File: src/rtl/led_pkg.sv
// Shared LED sweep constants so the sweep counter and the PWM trail agree on pattern width.
package led_pkg;
    localparam int LED_N        = 8;
    localparam int LED_PWM_BITS = 4;
    localparam int LED_MAX      = (1 << LED_PWM_BITS) - 1;
endpackage

File: src/rtl/led_trail_pwm_if.sv
// Pattern in / LED drive out between the sweep counter, the trail PWM and the pins.
interface led_trail_pwm_if
    import led_pkg::*;
#(
    parameter int N_LEDS = LED_N
);
    logic              en;
    logic [N_LEDS-1:0] pattern;
    logic [N_LEDS-1:0] led_out;
    logic              onehot_err;

    modport master (output en, output pattern, input led_out, input onehot_err);
    modport slave  (input en, input pattern, output led_out, output onehot_err);
endinterface

File: src/rtl/led_trail_pwm_decay_tick.sv
// Decay prescaler: one-cycle tick per DECAY_DIV enabled cycles; combinational from the count.
// No backpressure; en=0 freezes the count and suppresses the tick.
module led_decay_tick #(
    parameter int DECAY_DIV = 16
) (
    input  logic clk,
    input  logic reset,
    input  logic en,
    output logic tick
);
    localparam int PW = (DECAY_DIV > 1) ? $clog2(DECAY_DIV) : 1;
    localparam logic [PW-1:0] LAST = PW'(DECAY_DIV - 1);

    logic [PW-1:0] pre_cnt_q;
    logic [PW-1:0] pre_cnt_d;

    always_comb begin
        pre_cnt_d = pre_cnt_q;
        tick      = 1'b0;
        if (en) begin
            tick      = (pre_cnt_q == LAST);
            pre_cnt_d = (pre_cnt_q == LAST) ? '0 : pre_cnt_q + 1'b1;
        end
    end

    always_ff @(posedge clk) begin
        if (reset) pre_cnt_q <= '0;
        else       pre_cnt_q <= pre_cnt_d;
    end
endmodule

File: src/rtl/led_trail_pwm.sv
// One-hot position to PWM comet tail; pattern to led_out latency is 2 edges.
// No backpressure: pattern sampled every enabled edge, en=0 freezes state and blanks outputs.
module led_trail_pwm
    import led_pkg::*;
#(
    parameter int N_LEDS     = LED_N,
    parameter int PWM_BITS   = LED_PWM_BITS,
    parameter int DECAY_DIV  = 16,
    parameter int DECAY_STEP = 2
) (
    input  logic            clk,
    input  logic            reset,
    led_trail_pwm_if.slave  bus
);
    localparam logic [PWM_BITS-1:0] MAX  = PWM_BITS'((1 << PWM_BITS) - 1);
    localparam logic [PWM_BITS-1:0] STEP = PWM_BITS'(DECAY_STEP);

    logic [PWM_BITS-1:0] pwm_cnt_q;
    logic [PWM_BITS-1:0] pwm_cnt_d;
    logic [N_LEDS-1:0]   led_out_q;
    logic [N_LEDS-1:0]   led_out_d;
    logic                onehot_err_q;
    logic                onehot_err_d;
    logic                tick;
    logic                is_onehot;

    led_decay_tick #(.DECAY_DIV(DECAY_DIV)) u_tick (
        .clk   (clk),
        .reset (reset),
        .en    (bus.en),
        .tick  (tick)
    );

    // Zero counts as not one-hot; x & (x-1) clears the lowest set bit.
    assign is_onehot = (bus.pattern != '0) &&
                       ((bus.pattern & (bus.pattern - N_LEDS'(1))) == '0);

    always_comb begin
        pwm_cnt_d    = pwm_cnt_q;
        onehot_err_d = onehot_err_q;
        if (bus.en) begin
            pwm_cnt_d    = (pwm_cnt_q == MAX - 1'b1) ? '0 : pwm_cnt_q + 1'b1;
            onehot_err_d = onehot_err_q | ~is_onehot;
        end
    end

    for (genvar i = 0; i < N_LEDS; i++) begin : g_led
        logic [PWM_BITS-1:0] bright_q;
        logic [PWM_BITS-1:0] bright_d;

        // A lit position beats a simultaneous decay tick.
        always_comb begin
            bright_d = bright_q;
            if (bus.en) begin
                if (bus.pattern[i])  bright_d = MAX;
                else if (tick)       bright_d = (bright_q > STEP) ? bright_q - STEP : '0;
            end
        end

        always_ff @(posedge clk) begin
            if (reset) bright_q <= '0;
            else       bright_q <= bright_d;
        end

        assign led_out_d[i] = bus.en & (pwm_cnt_q < bright_q);
    end

    always_ff @(posedge clk) begin
        if (reset) begin
            pwm_cnt_q    <= '0;
            led_out_q    <= '0;
            onehot_err_q <= 1'b0;
        end else begin
            pwm_cnt_q    <= pwm_cnt_d;
            led_out_q    <= led_out_d;
            onehot_err_q <= onehot_err_d;
        end
    end

    assign bus.led_out    = led_out_q;
    assign bus.onehot_err = onehot_err_q;
endmodule

File: src/flat_wrapper.sv
// flat-port wrapper written by rule: the top's interface ports become plain ports
module led_trail_pwm_flat import led_pkg::*;
#(
    parameter int N_LEDS     = LED_N,
    parameter int PWM_BITS   = LED_PWM_BITS,
    parameter int DECAY_DIV  = 16,
    parameter int DECAY_STEP = 2
)
  (clk, reset, bus_en, bus_pattern, bus_led_out, bus_onehot_err);
  led_trail_pwm_if #(.N_LEDS(N_LEDS)) bus_i ();
  input  logic clk;
  input  logic reset;
  input wire logic [$bits(bus_i.en)-1:0] bus_en;
  input wire logic [$bits(bus_i.pattern)-1:0] bus_pattern;
  output wire logic [$bits(bus_i.led_out)-1:0] bus_led_out;
  output wire logic [$bits(bus_i.onehot_err)-1:0] bus_onehot_err;
  assign bus_i.en = bus_en;
  assign bus_i.pattern = bus_pattern;
  assign bus_led_out = bus_i.led_out;
  assign bus_onehot_err = bus_i.onehot_err;
  led_trail_pwm #(.N_LEDS(N_LEDS), .PWM_BITS(PWM_BITS), .DECAY_DIV(DECAY_DIV), .DECAY_STEP(DECAY_STEP)) u_core (.clk(clk), .reset(reset), .bus(bus_i));
endmodule
File: config.mk
export PLATFORM = sky130hd
export DESIGN_NAME = led_trail_pwm_flat
export DESIGN_NICKNAME = d
export VERILOG_FILES = /design/src/rtl/led_pkg.sv /design/src/rtl/led_trail_pwm_if.sv /design/src/rtl/led_trail_pwm_decay_tick.sv /design/src/rtl/led_trail_pwm.sv /design/src/flat_wrapper.sv
export SDC_FILE = /design/constraint.sdc
export NUM_CORES = 1
export LEC_CHECK = 0
export BUFFER_PORTS_ARGS = -buffer_cell sky130_fd_sc_hd__buf_2
export CAP_MARGIN = 15
export CORE_ASPECT_RATIO = 0.9
export CORE_UTILIZATION = 55
export CTS_CLUSTER_DIAMETER = 80
export DETAILED_ROUTE_END_ITERATION = 7
export PLACE_DENSITY = 0.74
export SLEW_MARGIN = 15
export SYNTH_ARGS = -nofsm -noshare
export SYNTH_HDL_FRONTEND = slang
export SYNTH_HIERARCHICAL = 1
export SYNTH_SLANG_ARGS = --single-unit
File: constraint.sdc
create_clock -name clk -period 1.9 [get_ports clk]
set_input_delay 0.285 -clock clk [delete_from_list [all_inputs] [get_ports clk]]
set_output_delay 0.285 -clock clk [all_outputs]
set_load 0.02 [all_outputs]
# After elaboration in Yosys (flattened, before gate mapping)
# Cells that the tools add are included.
# totals
regBits	49
input_bits	11
output_inout_bits	9
# op_classes
add_sub_neg	11
n_lt_le_gt_ge	16
n_eq_ne	2
n_mux	27
n_bitwise	11
n_reduce_logical	19
# op_table
cell	count
$mux 4	26
$gt 4x2->1 const B	8
$lt 4x4->1	8
$sub 4x2->4 const B	8
$reduce_and 2->1	8
$reduce_bool 2->1	8
$add 4x1->4 const B	2
$and 1x1->1	8
$and 8x8->8	1
$eq 4x4->1 const B	2
$logic_not 8->1	1
$reduce_bool 8->1	1
$sub 8x1->8 const B	1
$logic_and 1x1->1	1
$mux 1	1
$not 1->1	1
$or 1x1->1	1

# Depth between registers and ports, before layout
# logic_depth
ltp_word	6
ltp_mapped	7

# By module
# The synthesis kept the hierarchy.
# modules_own_cells
module	instances	cells_per_inst	area_each_um2
led_trail_pwm	1	328	2680.1
led_decay_tick	1	20	183.9

# Worst setup path after synthesis
# OpenSTA, ideal clock, no wires.
# synth_path
path_kind	reg-to-reg
start	register u_core.u_tick.pre_cnt_q[0]
end	register u_core.g_led[6].bright_q[3]
setup_time_ns	0.128
t_arrival_ns	1.542
setup_slack_ns	0.231
path_stages_with_launch	8
synth_period_minus_slack_ns	1.669
cell_sequence	dfxtp_1 -> ha_1 -> and4_2 -> nand2_1 -> buf_2 -> buf_2 -> o32ai_1 -> nor2_1
# synth_between
elab_chain_cells	4
# synth_lines
element	line	text
start: declaration	led_trail_pwm_decay_tick.sv:14	logic [PW-1:0] pre_cnt_q;
start signal: assignment	led_trail_pwm_decay_tick.sv:28	else pre_cnt_q <= pre_cnt_d;
$eq 4x4->1	led_trail_pwm_decay_tick.sv:21	tick = (pre_cnt_q == LAST);
$mux 1	led_trail_pwm_decay_tick.sv:20	if (en) begin
named net u_core.tick	led_trail_pwm.sv:24	logic tick;
$reduce_bool 2->1 (no source line)	-	
$reduce_and 2->1 (no source line)	-	
end signal: assignment	led_trail_pwm.sv:62	else bright_q <= bright_d;
end: declaration	led_trail_pwm.sv:48	logic [PWM_BITS-1:0] bright_q;
# The timed path passes the listed nets, and every way through them passes these cells.
# A chain may end at the register's enable or synchronous reset.

# Final worst setup path
# layout_path
start	register u_core.u_tick.pre_cnt_q[0]
end	register u_core.g_led[2].bright_q[1]
# layout_between
elab_chain_cells	4
# layout_lines
element	line
$eq 4x4->1	led_trail_pwm_decay_tick.sv:21
$mux 1	led_trail_pwm_decay_tick.sv:20
named net u_core.tick	led_trail_pwm.sv:24
$reduce_bool 2->1 (no source line)	-
$reduce_and 2->1 (no source line)	-
end signal: assignment	led_trail_pwm.sv:62
end: declaration	led_trail_pwm.sv:48
# The timed path passes the listed nets, and every way through them passes these cells.

==> impl_metrics.yaml <==
logic_synthesis:
  synth_edf_count: 0
  syn_inst: 348
  yosysSeqAreaShare_pct: 34.3
  synthesis.area_sq_um: 2860
  muxShareOfSynthArea_pct: 1.05
  synth_top_family_by_area: "compound AO/OA/AOI/OAI gates"
  synthFlopType: "dfxtp_1"
  synthXorXnorAreaFrac_pct: 0.612
  syn_avg_cell_area_sq_um: 8.23
  synth_compound_area_share_pct: 25.7
  synth_nets: 392
  yosys.area_share.simple_pct: 16.8
  yosysWarnings: 6
  synth_seq_cells: 49
  async_flop_share_pct: 0
  synthAdderAreaFrac_pct: 14.8
  ys_types: 38
setup_path:
  r2r-end: "u_core/g_led[2].bright_q[1]$_SDFFE_PP0P_"
  cp.required_ns: 2.13
  cp_max_fo: 15
  cp-end-kind: "register"
  r2r_cells: 6
  r2r_start: "u_core/u_tick/pre_cnt_q[0]$_SDFFE_PP0P_"
  cp.arrival_ns: 1.99
  crit_path_start_kind: "register"
  critPathKind: "register to register"
  rrSetupSlack_ns: 0.14
sta:
  slew_headroom_pct: 67.0
  fmax_mhz: 570
  clock-skew-final_ns: 0.00821
  finalSetupViolCount: 0
  drv_slew: 0
  hold_violations: 0
  setup_tns_ns: 0
  fin_crit_sh_pct: 92.4
  tightest_slew_ns: 0.495
  period_minus_slack_ns: 1.76
  rsz0062_at_grt: "false"
cells_and_area:
  antennaDiodeCount: 0
  n_fill_cell: 439
  area_growth_pct: 10.4
  finalNonFillerCells: 431
  multi_input_area_sq_um: 1690
  fin_nets: 410
  regArea_sq_um: 981
  drive_above_1_share_pct: 11.5
clock_tree:
  post_cts_buffers: 0
  cts_hold_buf: 0
  cts-root-buf: "clkbuf_8"
  cts_resized: 0
  cts_sinks: 49
  numCtsBuffers: 5
  clk_pin_slew_ns: 0.09
  cts_tree: "yes"
  htree_levels: 2
  clk-insertion-delay-late_ns: 0.30
  cts_buffer_depth: 2
worst_hold_path:
  min_delay_path_depth: 3
  min_from: "bus_pattern[1]"
  hold_path_end: "u_core/g_led[1].bright_q[2]$_SDFFE_PP0P_"
  hold_path.class: "primary input to register"
routing:
  ant_nets: 0
  drtIter0Drc: 125
  avgRoutedWirePerCell_um: 14.3
  wirelength_um: 6150
  firstDrtPassIters: 4
  vias: 2487
  drc: 0
  viasPerCell: 5.77
global_route:
  busiest_layer: "met2"
  use_met1_pct: 32.5
  grt_max_degree: 42
  grt_pass1_vias: 2301
  antenna_found_initial: 0
  gr-total-overflow: 0
  grt_pass1_wl_um: 10600
  use_met3_pct: 3.79
  use_met2_pct: 40.1
  grt_usage_pct: 24.4
pwr:
  p_leak_uw: 0.00133
  p_per_area_nw_per_um2: 720
  peakVddDrop_mv: 0.533
  p_total_uw: 2280
floorplan:
  io_pins: 20
  die_x_um: 78.1
  core_area_sq_um: 4920
  rows: 24
  die_height_um: 70.5
  die_area_sq_um: 5500
  start_util_pct: 58.2
job:
  drv_cap: 0
status:
  status: "finished, final reports clean"
placement:
  dp.cells: 424
  port_buffers: 19
  hpwl_um: 4320
  gp_congestion: 0.836
==> state kept, by name (all words and copies together) (netlist names) <==
| signal | cells |
|---|---|
| u_core/pwm_cnt_q | 4 |
| u_core/g_led.bright_q | 32 |
| u_core/bus.onehot_err | 1 |
| u_core/bus.led_out | 8 |
| u_core/u_tick/pre_cnt_q | 4 |
==> worst max path at each step <==
stage / end / slack, ns / from / cells after the start
final: u_core/g_led[2].bright_q[1]$_SDFFE_PP0P_ / 0.14 / u_core/u_tick/pre_cnt_q[0]$_SDFFE_PP0P_ / 6
after global placement: u_core/g_led[2].bright_q[1]$_SDFFE_PP0P_ / 0.25 / u_core/u_tick/pre_cnt_q[0]$_SDFFE_PP0P_ / 6
after CTS: u_core/g_led[2].bright_q[1]$_SDFFE_PP0P_ / 0.14 / u_core/u_tick/pre_cnt_q[0]$_SDFFE_PP0P_ / 6
after floorplan: u_core/g_led[6].bright_q[3]$_SDFFE_PP0P_ / 0.23 / u_core/u_tick/pre_cnt_q[0]$_SDFFE_PP0P_ / 7
after detailed placement: u_core/g_led[2].bright_q[1]$_SDFFE_PP0P_ / 0.16 / u_core/u_tick/pre_cnt_q[0]$_SDFFE_PP0P_ / 6
after global routing: u_core/g_led[3].bright_q[1]$_SDFFE_PP0P_ / 0.02 / u_core/u_tick/pre_cnt_q[0]$_SDFFE_PP0P_ / 6
==> cell usage after synthesis (5+ instances only) <==
library cell / n / area share (%)
a31oi_1: 6 / 1.3
nand2_1: 29 / 3.8
a211oi_1: 19 / 5.0
inv_1: 29 / 3.8
o21ai_0: 17 / 3.0
nor2_1: 22 / 2.9
a21o_1: 16 / 4.2
nand3_1: 8 / 1.4
clkbuf_1: 14 / 1.8
nand2b_1: 10 / 2.2
dfxtp_1: 49 / 34
nor3_1: 13 / 2.3
a21oi_1: 33 / 5.8
ha_1: 33 / 14
buf_2: 5 / 0.87
==> power breakdown <==
part           leakage, uW  switching (uW)  total, uW  internal, uW
Combinational     0.000874             220        393           173
Sequential        0.000405            62.4       1160          1090
Clock            0.0000540             344        727           383
Total              0.00133             626       2280          1650
==> per-layer routing <==
layer | vias to the layer above | part of all wire [%]
met5 | - | 0
met3 | 6 | 3.4
li1 | 1290 | -
met2 | 40 | 46
met4 | 0 | 1.1
met1 | 1151 | 50
==> area by class of cell <==
class | instances | share of cell area, %
Multi-Input combinational cell | 250 | 53.4
Sequential cell | 49 | 31.0
Timing Repair Buffer | 31 | 6.25
Inverter | 29 | 3.44
Tap cell | 65 | 2.57
Clock buffer | 5 | 2.18
Clock inverter | 2 | 1.11
==> placed cells by master (no fill, tap or decap), types with 5 or more instances in the layout <==
cell type,Yosys,routed
nand3_1,8,8
buf_4,1,11
o21ai_0,17,17
clkbuf_8,0,5
a211oi_1,19,19
nor3_1,13,13
a21oi_1,33,33
a21o_1,16,16
ha_1,33,33
nor2_1,22,22
buf_2,5,19
a31oi_1,6,6
dfxtp_1,49,49
nand2_1,29,29
inv_1,29,29
nand2b_1,10,10
==> critical path: stages, from the launching register on <==
cell and delay, ns:
dfxtp_1 0.40, ha_1 0.23, and4_2 0.27, nand2_1 0.08, buf_4 0.20, or3_1 0.35
a31oi_1 0.15
==> metrics by stage <==
stage | area, sq um | worst slack [ns] | hold slack (ns) | utilization, %
after global placement | 3060 | 0.245 | 0.468 | 62.1
after CTS | 3160 | 0.137 | 0.274 | 64.2
after floorplan | 2860 | 0.231 | 0.354 | -
after global routing | 3160 | 0.0243 | 0.289 | 64.2
after detailed placement | 3060 | 0.162 | 0.476 | 62.1
final | 3160 | 0.144 | 0.283 | 64.2
==> logic make-up after synthesis <==
| kind of cell | count (synthesis) |
|---|---|
| buf+inv | 49 |
| fa+ha+maj | 34 |
| xor+xnor | 2 |
| mux | 3 |
| compound gates | 113 |
| simple gates | 98 |
| flops | 49 |
(Power assumes the default switching activity.)
